## src/rtl/block_exp_unit.sv

```systemverilog
// Block-floating-point exponent detector: tracks the minimum sign-extension headroom
// across one AXI-stream frame and emits the shift code for the next FFT stage.
module block_exp_unit #(
  parameter int WIDTH     = 8,
  parameter int SHAMTBITS = 4,
  parameter int N_SAMPLES = 16,
  parameter int CNTBITS   = $clog2(N_SAMPLES) + 1
) (
  input  logic                 clk,
  input  logic                 rstn,
  input  logic                 s_axis_tvalid,
  output logic                 s_axis_tready,
  input  logic                 s_axis_tlast,
  input  logic [WIDTH-1:0]     data_i,
  output logic [SHAMTBITS-1:0] shamt_o,
  output logic                 shamt_valid_o,
  input  logic                 shamt_ready_i,
  output logic                 len_err_o,
  output logic                 busy_o
);

  localparam int                   HBITS   = $clog2(WIDTH);
  localparam logic [HBITS-1:0]     H_MAX   = HBITS'(WIDTH - 1);
  localparam logic [SHAMTBITS-2:0] L_CAP   = '1;
  localparam logic [CNTBITS-1:0]   CNT_MAX = '1;
  localparam logic [CNTBITS-1:0]   CNT_EXP = CNTBITS'(N_SAMPLES);

  if (!((WIDTH == 8 && SHAMTBITS == 4) || (WIDTH == 16 && SHAMTBITS == 5)) || (N_SAMPLES < 2))
  begin : g_param_err
    $fatal(1, "block_exp_unit: illegal WIDTH/SHAMTBITS pair or N_SAMPLES < 2");
  end

  typedef enum logic [1:0] {
    S_IDLE = 2'd0,
    S_ACC  = 2'd1,
    S_HOLD = 2'd2
  } state_t;

  state_t             state_r;
  logic [CNTBITS-1:0] cnt_r;
  logic [HBITS-1:0]   m_r;

  logic               beat_s;
  logic [HBITS-1:0]   h_s;
  logic [HBITS-1:0]   m_next_s;
  logic [CNTBITS-1:0] cnt_next_s;

  // Count of bits below the sign bit that still equal it.
  function automatic logic [HBITS-1:0] headroom(input logic [WIDTH-1:0] x);
    logic [HBITS-1:0] h;
    logic             run;
    h   = '0;
    run = 1'b1;
    for (int i = WIDTH - 2; i >= 0; i--) begin
      if (run && (x[i] == x[WIDTH-1])) begin
        h = h + HBITS'(1);
      end else begin
        run = 1'b0;
      end
    end
    return h;
  endfunction

  // No headroom means the next butterfly would overflow, so shift right; otherwise keep one guard bit.
  function automatic logic [SHAMTBITS-1:0] encode(input logic [HBITS-1:0] m);
    logic [HBITS-1:0] mm1;
    mm1 = m - HBITS'(1);
    if (m == '0) begin
      return {1'b1, {(SHAMTBITS-1){1'b0}}};
    end else if (32'(mm1) > 32'(L_CAP)) begin
      return {1'b0, L_CAP};
    end else begin
      return {1'b0, (SHAMTBITS-1)'(mm1)};
    end
  endfunction

  // Per-beat headroom, running minimum and saturating beat count.
  always_comb begin
    beat_s     = s_axis_tvalid && s_axis_tready;
    h_s        = headroom(data_i);
    m_next_s   = m_r;
    cnt_next_s = cnt_r;
    if (h_s < m_r) begin
      m_next_s = h_s;
    end else begin
      m_next_s = m_r;
    end
    if (cnt_r == CNT_MAX) begin
      cnt_next_s = cnt_r;
    end else begin
      cnt_next_s = cnt_r + CNTBITS'(1);
    end
  end

  // Frame FSM with all outputs registered.
  always_ff @(posedge clk or negedge rstn) begin
    if (!rstn) begin
      state_r       <= S_IDLE;
      s_axis_tready <= 1'b0;
      shamt_o       <= '0;
      shamt_valid_o <= 1'b0;
      len_err_o     <= 1'b0;
      busy_o        <= 1'b0;
      cnt_r         <= '0;
      m_r           <= H_MAX;
    end else begin
      case (state_r)
        S_IDLE, S_ACC: begin
          if (beat_s) begin
            cnt_r  <= cnt_next_s;
            m_r    <= m_next_s;
            busy_o <= 1'b1;
            if (s_axis_tlast) begin
              state_r       <= S_HOLD;
              s_axis_tready <= 1'b0;
              shamt_valid_o <= 1'b1;
              shamt_o       <= encode(m_next_s);
              if (cnt_next_s != CNT_EXP) begin
                len_err_o <= 1'b1;
              end else begin
                len_err_o <= len_err_o;
              end
            end else begin
              state_r       <= S_ACC;
              s_axis_tready <= 1'b1;
            end
          end else begin
            s_axis_tready <= 1'b1;
          end
        end
        S_HOLD: begin
          if (shamt_ready_i) begin
            state_r       <= S_IDLE;
            s_axis_tready <= 1'b1;
            shamt_valid_o <= 1'b0;
            busy_o        <= 1'b0;
            cnt_r         <= '0;
            m_r           <= H_MAX;
          end else begin
            state_r       <= S_HOLD;
            s_axis_tready <= 1'b0;
          end
        end
        default: begin
          state_r       <= S_IDLE;
          s_axis_tready <= 1'b0;
          shamt_valid_o <= 1'b0;
          busy_o        <= 1'b0;
          cnt_r         <= '0;
          m_r           <= H_MAX;
        end
      endcase
    end
  end

endmodule
```

## config.mk

```make
export PLATFORM = sky130hd
export DESIGN_NAME = block_exp_unit
export DESIGN_NICKNAME = d
export VERILOG_FILES = /design/src/rtl/block_exp_unit.sv
export SDC_FILE = /design/constraint.sdc
export NUM_CORES = 1
export LEC_CHECK = 0
export CORE_UTILIZATION = 57
export CTS_CLUSTER_DIAMETER = 40
export CTS_CLUSTER_SIZE = 40
export DETAILED_ROUTE_END_ITERATION = 7
export PLACE_DENSITY = 0.84
export SYNTH_ARGS = -nofsm -noshare
export SYNTH_HDL_FRONTEND = slang
export SYNTH_SLANG_ARGS = --single-unit
```

## constraint.sdc

```tcl
create_clock -name clk -period 3.9 [get_ports clk]
set_clock_uncertainty 0.15 [all_clocks]
set_input_delay 0.39 -clock clk [delete_from_list [all_inputs] [get_ports clk]]
set_output_delay 0.39 -clock clk [all_outputs]
set_load 0.02 [all_outputs]
```

==> impl_metrics.toml, run 1 <==
[timing]
endpoint_type = "sequential cell input"
grt_repair_worst_endpoint = "shamt_o[0]$_DFFE_PN0P_/D"

[cts]
numCtsBuffers = 3
clock_path_buffers = 2
h-tree-depth = 1
root_buffer = "clkbuf_4"
cts_hold_buffers = 0
cts.sinks = 18

[grt]
grt_use_total_pct = 65.5
grt_max_degree = 19
overflow = 10

[synth]
yosysSeqAreaShare_pct = 35.0
synth_top_area_cell = "dfrtp_1"
synthesis.nets = 181
synth_warnings = 0
ys_types = 39
synth_enable_flop_cells = 0
synth_seq_cells = 18
netlist.area_leader.share_pct = 29.0
yosys-top-cells-area = "dfrtp_1 29%, ha_1 8.7%, nand2_1 7.2%, dfstp_2 6.1%, a21oi_1 5.8%"
async_flop_share_pct = 100
synth_flop_cell = "dfrtp_1"
syn_area_per_cell_um2 = 8.15
syn-cell-area_mm2 = 0.00130
syn_inst = 159

[placed_design]
port_buffers = 20
place_congestion = 0.847
hpwl_um = 2580
postPlaceCellArea_mm2 = 0.00176

[floorplanning]
rows = 16
dieHeight_um = 49.7
die_w_um = 49.7
io_pins = 21
initial_core_util_pct = 63.5

[run_status]
firstError = "[ERROR GRT-0232] Routing congestion too high. Check the congestion heatmap in the GUI."
lastStage = "5_1_grt"
status = "stopped before the end"
## kinds of logic after synthesis
| family | share of synthesized area (%) |
|---|---|
| compound gates | 20.4 |
| xor+xnor | 0.676 |
| fa+ha+maj | 8.69 |
| buf+inv | 3.86 |
| flops | 35.0 |
| mux | 3.19 |
| simple gates | 28.2 |
## routing by layer
metal | GRT usage [%] | GRT overflow
met4 | 71.0 | 6
met5 | 0 | 0
met2 | 88.3 | 4
met3 | 39.8 | 0
met1 | 65.2 | 0
## cells in the mapped netlist, types with 2 or more instances
library cell / count
nand2_1: 25
nor2_1: 16
a21oi_1: 15
dfrtp_1: 15
o21ai_0: 10
ha_1: 9
inv_1: 8
nor3_1: 7
and3_1: 5
nand2b_1: 4
nand3_1: 4
nor2b_1: 4
or2_2: 4
dfstp_2: 3
mux2i_1: 3
a311oi_1: 2
o21a_1: 2
o22a_1: 2
## per-stage QoR
step | instances | worst slack [ns]
4_1_cts | 237 | 0.00289
3_3_place_gp | 229 | -0.734
3_5_place_dp | 229 | -0.932
2_1_floorplan | 159 | -0.280
## timing repair
| action | in CTS |
|---|---|
| hold endpoints to repair | 0 |
| setup endpoints to repair | 6 |
| setup buffers | 4 |
| pin swaps | 13 |
| resized for setup | 31 |
==> run 2: changes to the inputs <==
==> config.mk (replaced) <==
export PLATFORM = sky130hd
export DESIGN_NAME = block_exp_unit
export DESIGN_NICKNAME = d
export VERILOG_FILES = /design/src/rtl/block_exp_unit.sv
export SDC_FILE = /design/constraint.sdc
export NUM_CORES = 1
export LEC_CHECK = 0
export CORE_AREA = 2 2 63 65
export DETAILED_ROUTE_END_ITERATION = 7
export DIE_AREA = 0 0 65 67
export PLACE_DENSITY_LB_ADDON = 0.15
export SYNTH_ARGS = -nofsm -noshare
export SYNTH_HDL_FRONTEND = slang
export SYNTH_SLANG_ARGS = --single-unit
==> impl_metrics.toml, run 2 <==
[floorplanning]
io_pins = 21
rows = 22
die_w_um = 65
dieHeight_um = 67
initial_core_util_pct = 35.9
core_area_mm2 = 0.00361
die-area_mm2 = 0.00436

[setup_path]
worstPathCellList = "buf_8, and3_4, or2_4, ha_4, o21a_4, ha_4, mux2_4, ha_4, a211oi_4, a21oi_2, o22a_1, ha_1, o21a_1, nor2_4, nor2_1, o22ai_2, and2b_1, ha_4, o31ai_4"
r2r.worst_path.cells = 9
r2r_setup_slack_ns = 1.65
cp_max_fo = 7
worst-path-buf-inv = 1
timing.rr.start = "m_r[1]$_DFFE_PN1P_"
crit_path_end_kind = "flip-flop"
arrival_ns = 4.01
critPathMostFrequentCell = "ha_4"
slowest_delay_ns = 0.28
cp.required_ns = 3.91
cpLargestDelayFamily = "compound AO/OA/AOI/OAI gates"
r2r-end = "shamt_o[0]$_DFFE_PN0P_"
crit_type = "in2reg"
crit_path_top_delay_cell = "ha_1"
worstSetupStartpointType = "input pin"

[detailed_routing]
met3_length_um = 118
viasPerCell = 5.08
first_pass_iters = 4
wl_per_cell_um = 13.1
wl_met2_um = 1680
wl_met1_um = 1570
drtIter0Drc = 59
ant_nets = 0
drt_wl_total_um = 3390
drc = 0
routed.top_layer = "met4"
vias = 1317

[synth]
async_flop_share_pct = 100
syn_area_per_cell_um2 = 8.15
synth_warnings = 0
syn-cell-area_mm2 = 0.00130
ys_types = 39
synthesis.nets = 181
netlist.area_leader.share_pct = 29.0
yosysSeqAreaShare_pct = 35.0
synth_most_common_cell = "nand2_1"
yosys-top-cells-area = "dfrtp_1 29%, ha_1 8.7%, nand2_1 7.2%, dfstp_2 6.1%, a21oi_1 5.8%"
synth_flop_cell = "dfrtp_1"
synth_common_cells = "25 x nand2_1, 16 x nor2_1, 15 x a21oi_1, 15 x dfrtp_1, 10 x o21ai_0"
synth_top_area_cell = "dfrtp_1"
syn_inst = 159
synth_seq_cells = 18
synth_enable_flop_cells = 0

[pwr]
power_leakage_nw = 0.892
p_int_w = 0.000571
p_comb_share_pct = 48.8
power.switching_w = 0.000327
peakVddDrop_uv = 342
clock_power_share_pct = 16.4
power_density_mw_per_mm2 = 441
p_sw_share_pct = 36.4
sequentialPowerShare_pct = 34.8

[placed_design]
pre_cts_slack_ns = -0.894
hpwl_um = 2500
port_buffers = 20
place_congestion = 0.838

[layout]
regMostFlops = "cnt_r"
nets = 234
layout_commonest_cell = "buf_4"
reg_top3 = "cnt_r (5), shamt_o (4), m_r (3)"
area_growth_pct = 57.0
drive_above_1_share_pct = 35.5
mostFrequentLayoutCells = "28 x buf_4, 25 x nand2_1, 15 x dfrtp_1"
largest_reg_flops = 5
multiInputGateArea_um2 = 986
num-fill-cells = 323
regArea_um2 = 454
num_antenna_cells = 0

[min_path]
hp-start = "shamt_o[2]$_DFFE_PN0P_"
hold-path-endpoint = "shamt_o[2]$_DFFE_PN0P_"
hp-class = "reg2reg"
min_path_cells = 2

[flow_run]
drv_cap = 0

[cts]
cts.sinks = 18
h-tree-depth = 1
path_clk_slew_ns = 0.06
numCtsBuffers = 3
clock_path_buffers = 2
cts_hold_buffers = 0
root_buffer = "clkbuf_8"
clk_latency_ns = 0.25
tritoncts = "yes"

[run_status]
status = "finished with violations"
violations = "setup timing"

[timing]
fin_crit_sh_pct = 103
min_period_ns = 4.00
final_hold_viol_count = 0
worst_slew_pin_slew_ns = 0.785
relSlewSlack_pct = 47.5
setup_violations = 4
setup_slack_ns = -0.102
holdWs_ns = 0.334
rsz0062_at_grt = "yes"
slew_violations = 0
fmax_mhz = 250

[grt]
grt_max_degree = 19
antenna_found_initial = 0
grt_use_total_pct = 16.6
grt_pass1_wl_um = 5800
overflow = 0
first_global_vias = 1413
run 2: how the worst max path moves through the flow:
stage / from / end / slack, ns / depth (start not counted)
4_1_cts: data_i[6] / shamt_o[0]$_DFFE_PN0P_ / -0.07 / 21
3_3_place_gp: data_i[6] / shamt_o[2]$_DFFE_PN0P_ / -0.76 / 21
2_1_floorplan: data_i[7] / shamt_o[0]$_DFFE_PN0P_ / -0.28 / 19
3_5_place_dp: data_i[6] / shamt_o[0]$_DFFE_PN0P_ / -0.89 / 20
6_report: data_i[6] / shamt_o[0]$_DFFE_PN0P_ / -0.10 / 19
5_1_grt: data_i[6] / shamt_o[0]$_DFFE_PN0P_ / -0.21 / 19
run 2: what timing repair did:
action	CTS	global route
setup endpoints to repair	6	4
buffers inserted	5	2
gates resized for setup	37	18
pin swaps	23	18
run 2: area by class of cell:
class	count	area share, %
Multi-Input combinational cell	130	48.4
Clock buffer	4	2.70
Tap cell	48	2.95
Inverter	8	1.48
Sequential cell	18	22.3
Timing Repair Buffer	51	22.1
run 2: per-layer routing:
metal / GRT usage (%) / up-vias
met3: 2.53 / 2
li1: - / 662
met1: 19.2 / 627
met5: 0 / -
met2: 32.3 / 26
met4: 2.66 / 0
run 2: worst min-delay path: stages (launching register included):
cell and delay, ns:
dfrtp_1 0.34, nand2_1 0.05, nand2_1 0.06
run 2: logic make-up after synthesis:
logic type,share of synthesized area (%)
buf+inv,3.86
mux,3.19
simple gates,28.2
compound gates,20.4
flops,35.0
xor+xnor,0.676
fa+ha+maj,8.69
run 2: through the flow:
step	utilization, %	setup TNS (ns)	cells	total power, W	cell area [um2]
finish	56.5	-0.359	259	0.000898	2040
global route	56.5	-0.879	259	0.000968	2040
CTS	53.3	-0.0829	257	0.000853	1920
detailed placement	49.2	-4.38	248	0.000674	1770
global placement	49.2	-3.72	248	0.000661	1770
floorplan	-	-0.656	159	0.000526	1360
run 2: power by group through the flow:
stage	Combinational, W	Clock, W	Sequential [W]
after floorplan	0.000194	0	0.000332
after global placement	0.000349	0	0.000311
after detailed placement	0.000360	0	0.000313
after CTS	0.000388	0.000153	0.000312
after global routing	0.000484	0.000161	0.000323
final	0.000439	0.000147	0.000313
(Power assumes the default switching activity.)
==> run 3: changes to the inputs <==
==> constraint.sdc (replaced) <==
create_clock -name clk -period 3.9 [get_ports clk]
set_clock_uncertainty 0.15 [all_clocks]
set_input_delay 0.975 -clock clk [delete_from_list [all_inputs] [get_ports clk]]
set_output_delay 0.975 -clock clk [all_outputs]
set_load 0.02 [all_outputs]
==> impl_metrics.toml, run 3 (same netlist as run 2, synthesis figures left out) <==
[grt]
grt_util_met2_pct = 34.7
grt_use_total_pct = 18.0
antenna_found_initial = 0
grt_pass1_wl_um = 6060
overflow = 0
first_global_vias = 1384
grt.busiest_layer = "met2"
grt.met1_usage_pct = 20.5
grt_max_degree = 19
use_met3_pct = 1.86

[detailed_routing]
drt_wl_total_um = 3650
ant_nets = 0
drtIter0Drc = 38
viasPerCell = 5.05
vias = 1348
first_pass_iters = 4
drc = 0
wl_per_cell_um = 13.7

[cts]
path_clk_slew_ns = 0.07
h-tree-depth = 1
clk_latency_ns = 0.25
cts_hold_buffers = 0
numCtsBuffers = 3
cts.sinks = 18
root_buffer = "clkbuf_8"
clock_path_buffers = 2
tritoncts = "yes"

[setup_path]
cp.required_ns = 3.91
crit_path_end_kind = "flip-flop"
worstSetupStartpointType = "input pin"
arrival_ns = 4.65
crit_type = "in2reg"
cp_max_fo = 4

[timing]
rsz0062_at_grt = "yes"
setup_slack_ns = -0.742
fmax_mhz = 215
worst_slew_pin_slew_ns = 0.790
setup_tns_ns = -3.94
setup_violations = 7
fin_crit_sh_pct = 119
relSlewSlack_pct = 47.2
slew_violations = 0
final_hold_viol_count = 0
min_period_ns = 4.64

[layout]
final_area_mm2 = 0.00210
reg_top3 = "cnt_r (5), shamt_o (4), m_r (3)"
largest_reg_flops = 5
num_antenna_cells = 0
mostFrequentLayoutCells = "34 x buf_4, 24 x nand2_1, 15 x dfrtp_1"
drive_above_1_share_pct = 37.4
num-fill-cells = 326
nets = 242
area_growth_pct = 62.0
regMostFlops = "cnt_r"
layout.cells.non_filler = 267
layout_commonest_cell = "buf_4"

[floorplanning]
die-area_mm2 = 0.00436
initial_core_util_pct = 35.9
dieHeight_um = 67
core_area_mm2 = 0.00361
io_pins = 21
die_w_um = 65
rows = 22

[run_status]
status = "finished with violations"
violations = "setup timing"

[placed_design]
postPlaceCellArea_mm2 = 0.00181
place_congestion = 0.796
hpwl_um = 2640
placed_cells = 253
port_buffers = 20

[pwr]
peakVddDrop_uv = 283
power.total_w = 0.000942
power_density_mw_per_mm2 = 448
power_leakage_nw = 0.941

[flow_run]
drv_cap = 0

[min_path]
hp-class = "reg2reg"
## run 3: worst paths after layout
kind / start / endpoint / slack (ns) / cells past startpoint
hold / removal: shamt_o[2]$_DFFE_PN0P_ / shamt_o[2]$_DFFE_PN0P_ / 0.34 / 2
setup reg to reg: m_r[1]$_DFFE_PN1P_ / shamt_o[0]$_DFFE_PN0P_ / 1.53 / 9
setup / recovery: data_i[5] / shamt_o[0]$_DFFE_PN0P_ / -0.74 / 21
max in group asynchronous: rstn / s_axis_tready$_DFF_PN0_ / 2.07 / 1
min in group asynchronous: rstn / shamt_valid_o$_DFFE_PN0P_ / 1.03 / 1
hold reg to reg: shamt_o[2]$_DFFE_PN0P_ / shamt_o[2]$_DFFE_PN0P_ / 0.34 / 2
## run 3: final cells by class
cell class	count	area (um2)	area share, %
clock buffer	4	55.1	2.62
sequential	18	454	21.6
inverter	8	32.5	1.55
multi-input combinational	130	976	46.5
tap	48	60.1	2.86
timing repair buffer	59	522	24.9
## run 3: critical path, cell delays in order
cell and delay [ns]:
buf_8 0.10, and3_4 0.17, or2_4 0.26, ha_4 0.24, o21a_4 0.20, ha_4 0.21, mux2_4 0.27, ha_4 0.18
nand2b_4 0.07, o21ai_2 0.05, a21oi_2 0.15, a21oi_2 0.08, xnor2_1 0.22, ha_1 0.29, o21a_1 0.15, nor2_4 0.18
nor2_2 0.06, o22ai_2 0.20, and2b_1 0.23, ha_4 0.18, o31ai_4 0.17
## run 3: report_power, final
| group | internal (W) | switching (W) |
|---|---|---|
| Clock | 0.0000895 | 0.0000594 |
| Combinational | 0.000241 | 0.000232 |
| Sequential | 0.000259 | 0.0000614 |
| Total | 0.000589 | 0.000352 |
## run 3: timing repair
| action | in CTS | in global routing |
|---|---|---|
| pin swaps | 18 | 17 |
| endpoints found under the setup margin | 7 | 7 |
| setup buffers | 7 | 3 |
| resized for setup | 38 | 20 |
## run 3: metrics by stage
step	hold slack, ns	setup slack [ns]	util [%]
global route	0.382	-0.883	58.2
CTS	0.339	-0.671	54.8
detailed placement	0.322	-1.56	50.2
global placement	0.314	-1.38	50.2
floorplan	0.332	-0.865	-
finish	0.338	-0.742	58.2
## run 3: layer usage
metal,up-vias,wire (um)
met5,-,0
met3,2,99
met1,649,1560
li1,677,-
met2,20,1970
met4,0,23
==> RTL change 1, RTL diff (settings of run 2) <==
Encoding of `state_t`: now one-hot (3 bits for 3 states).
--- a/src/rtl/block_exp_unit.sv
+++ b/src/rtl/block_exp_unit.sv
@@ -32,6 +32,6 @@
 
-  typedef enum logic [1:0] {
-    S_IDLE = 2'd0,
-    S_ACC  = 2'd1,
-    S_HOLD = 2'd2
+  typedef enum logic [2:0] {
+    S_IDLE = 3'b001,
+    S_ACC  = 3'b010,
+    S_HOLD = 3'b100
   } state_t;
Behaviour: no difference found for any inputs over 10 cycles, from zero or initial values and one cycle with rstn low; not proved beyond that.
==> RTL change 1 against run 2 <==
The flow still finishes with violations (setup timing); clock power down 7%; synthesized area increased by 6.7%; sequential cell count grew 1; utilization shrank 2.0 points; setup slack worse by 0.12 ns; total power increased by 21%; design area down 3.6%; wire length increased by 0.47%; critical path type unchanged.
==> RTL change 1: results (changes against run 2) <==
The flow ran to the end, but the final reports show violations. The checks that failed: setup timing. The post-synthesis sequential area ratio is 34.75% (-0.29 points), and the count of final setup violators is 4 (unchanged). The logs give 49 (+26%) for the unique cell type count in the Yosys netlist and 31.89% (-16 points) for the normalized max-slew margin. The worst setup slack after layout was -0.2196 ns (-0.1179 ns). Counting instances in the post-synthesis netlist gives the leading cell types as nor2_1 (23), nand2_1 (17), dfrtp_1 (15). The logs give 186 (+2.8%) for the post-synthesis net count and 0.8862 nW (-0.62%) for the reported leakage power. The level count of the clock H-tree is 1 (unchanged), and the number of standard cells in the layout, taps in and fillers out is 255 (-1.5%). By area the synthesized netlist is led by dfrtp_1 (27%), ha_1 (8.1%), dfstp_2 (7.6%). The share of the synthesized netlist area taken by xor and xnor gates was 1.900% (+1.2 points); the switching share of power was 41.67% (+5.2 points). The tools report the final sum of negative setup slack as -0.5396 ns (-0.1806 ns).

The startpoint identified for the worst hold timing path is len_err_o$_DFFE_PN0P_. The count of cells along the worst hold path was 1 (-1); the fraction of met2 tracks used by global routing was 30.54% (-1.8 points). The wire length of the first global-routing pass was 5.816 mm (+0.35%); the worst setup slack before clock tree synthesis was -1.107 ns (-0.2125 ns). The run gives 0.001831 mm2 (+3.2%) as the total cell area at the placement stage. The met3 usage is 4.054% (+1.5 points), and the highest net fanout along the worst path is 5 (-2).

The half-perimeter wire length after detailed placement came out at 2.649 mm (+5.8%). The tools report the cell count after synthesis as 164 (+3.1%). The worst hold slack came out at 0.3271 ns (-0.006749 ns).

The number of global-route vias before repair was 1355 (-4.1%); the layout net count was 230 (-1.7%). The worst register-to-register path begins at state_r[0]$_DFFE_PN1N_. The run gives 2 (unchanged) as the deepest clock path buffer count. The pin count of the biggest net entering global routing came out at 20 (+1). Overall power: 0.001090 W (+21%).

The sequential power was 0.000353 W (+13%); the depth of the worst register-to-register path was 6 (-3). The run gives 344 (+6.5%) as the number of fill cells. The routability congestion estimate came out at 0.8020 (-4.3%). The worst min-delay path endpoint is len_err_o$_DFFE_PN0P_. The detail-routed net length per standard cell is 13.37 um (+2.0%). The synthesized-area fraction occupied by ao, oa, aoi and oai cells was 22.17% (+1.8 points); the met1 track demand over resource in global routing was 20.42% (+1.2 points).

The layout cell share with drive strength beyond 1 was 28.99% (-6.6 points); the part of the total power dissipated in combinational logic was 55.1% (+6.3 points). Reg2reg setup slack: 1.44 ns (-0.21 ns). The tools report the capture instance of the worst register-to-register path as cnt_r[0]$_DFFE_PN0P_. The arrival time at the worst endpoint was 4.12 ns (+0.11 ns).

The total global-route track usage was 17.03% (+0.44 points); the post-placement cell count was 249 (+0.40%). The overall via count from detail_route is 1340 (+1.7%), and the number of DRC markers after the initial detailed-route iteration is 54 (-8.5%). In the final layout, the registers with the most flip-flops are cnt_r x5, shamt_o x4. The multiplexer share of the synthesized area works out to 4.072% (+0.89 points). The multi-input combinational cell area is 957.2 um2 (-2.9%), and the post-synthesis adder-cell area fraction is 8.145% (-0.54 points).
==> RTL change 1: worst reg2reg max path: stages (launching register included) <==
cell and delay, ns:
dfstp_2 0.56, xnor2_1 0.15, nor2_1 0.19, a21oi_1 0.82
o21ai_0 0.28, nand2_1 0.13, o21ai_1 0.06
==> RTL change 1: layer usage <==
metal | vias to the layer above | wire [um] | share of wire (%)
met5 | - | 0 | 0
met1 | 650 | 1549 | 45
li1 | 670 | - | -
met2 | 16 | 1756 | 51
met4 | 0 | 34 | 1.0
met3 | 4 | 71 | 2.1
==> RTL change 1: repair_timing <==
item	4_1_cts	5_1_grt
gates resized for setup	28	8
pin swaps	15	11
setup endpoints to repair	6	6
buffers inserted	2	0
==> RTL change 1: final cells by class <==
class                           count  share of cell area, %
Sequential cell                    19                  24.49
Inverter                            9                  1.722
Multi-Input combinational cell    132                  48.79
Timing Repair Buffer               43                  19.64
Tap cell                           48                  3.061
Clock buffer                        4                  2.296
==> RTL change 2, RTL diff (settings of run 2) <==
Without the edit above. Set the parameter `N_SAMPLES` to 32 (it was 16).
--- a/src/rtl/block_exp_unit.sv
+++ b/src/rtl/block_exp_unit.sv
@@ -5,3 +5,3 @@
   parameter int SHAMTBITS = 4,
-  parameter int N_SAMPLES = 16,
+  parameter int N_SAMPLES = 32,
   parameter int CNTBITS   = $clog2(N_SAMPLES) + 1
Function: same outputs for any inputs over 10 cycles, from zero or initial values and one cycle with rstn low; that may be too few to reach the edited logic, so the function may still have changed.
==> RTL change 2 against run 2 <==
The flow still finishes with violations (setup timing); setup slack worse by 0.17 ns; non-clock buffer count up 9; final cell count increased by 5.0%; synthesized area up 8.4%; critical path depth increased by 4; wire length grew 16%; total power grew 5.0%; sequential cell count rose by 1; design area increased by 4.5%; sequential share of layout area increased by 0.22 points.
==> RTL change 2: results (changes against run 2) <==
The post-placement cell count came out at 259 (+4.4%). For the number of buffers added for setup after CTS, the log shows 8 (+3). The layout net count is 245 (+4.7%). By area the synthesized netlist is led by dfrtp_1 (28%), nand2_1 (6.9%), ha_1 (6.2%).

The capture instance of the worst register-to-register path was shamt_o[1]$_DFFE_PN0P_. The total global-route track usage was 18.68% (+2.1 points); the post-synthesis sequential area ratio was 34.11% (-0.93 points). The actual slew at the worst max-slew pin is 0.8417 ns (+0.05664 ns). The tools report the multi-input combinational cell count as 135 (+3.8%). The wire length of the first global-routing pass is 6.258 mm (+8.0%), and the non-clock inverter instance count of the final layout is 6 (-2). The logs give 2.763 mm (+10%) for the half-perimeter wire length after detailed placement and 0.001922 mm2 (+8.3%) for the total cell area at the placement stage. The reported leakage power was 0.9328 nW (+4.6%); the fraction of met2 tracks used by global routing was 32.73% (+0.39 points).

The tools report the peak supply drop as 0.3067 mV (-10%). Synthesized-area fraction occupied by ao, oa, aoi and oai cells: 24.67% (+4.3 points). The share of cell area taken by flip-flops and latches was 22.53% (+0.22 points); the routed metal-1 wirelength was 1.767 mm (+12%). The tools report the worst-skew pair later-pin latency as 0.27 ns (+0.02 ns). The unique cell type count in the Yosys netlist came out at 52 (+33%).

The final reports fail on setup timing. The number of fill cells was 326 (+0.93%); the detail-routed net length per standard cell was 14.51 um (+11%). The multiplexer share of the synthesized area works out to 3.117% (-0.069 points).

Post-synthesis net count: 184 (+1.7%). The run gives 99 um (-16%) as the detailed route wirelength on metal3. Arrival time at the worst endpoint: 4.18 ns (+0.17 ns). Launch instance of the worst register-to-register path: m_r[2]$_DFFE_PN1P_. The worst setup slack after layout came out at -0.2732 ns (-0.1715 ns).

The count of final setup violators was 6 (+2); the final sum of negative setup slack was -1.102 ns (-0.7432 ns). The count of non-CTS buffers in the layout was 60 (+18%); the area fraction of clock buffers and clock inverters was 2.176% (-0.53 points). The run finished, with violations left.
==> RTL change 2: cell types whose count changed after synthesis, sizes merged, moves of 3 or more <==
cell	before	now
nand3	4	11
o22ai	1	5
nor2b	4	1
nor3	7	4
==> RTL change 2: logic make-up (layout without fill, tap and decap cells) <==
family | after synthesis | in the layout
simple gates | 74 | 74
compound gates | 47 | 47
flops | 19 | 19
buf+inv | 10 | 70
fa+ha+maj | 7 | 7
xor+xnor | 4 | 4
mux | 3 | 3
==> RTL change 2: where the power goes <==
part	internal, W	switching [W]	total (W)
sequential	0.000268	0.0000577	0.000325
clock	0.0000713	0.0000692	0.000141
combinational	0.000241	0.000237	0.000478
total	0.000580	0.000364	0.000943
==> RTL change 2: critical path: cells and delay by family <==
kind / cells / cell delay, ns
buffers and inverters: 2 / 0.24
muxes: 1 / 0.30
adders and majority gates: 4 / 1.07
xor gates and xnor gates: 1 / 0.19
AOI/OAI and AO/OA: 12 / 1.53
and+or+nand+nor: 3 / 0.42
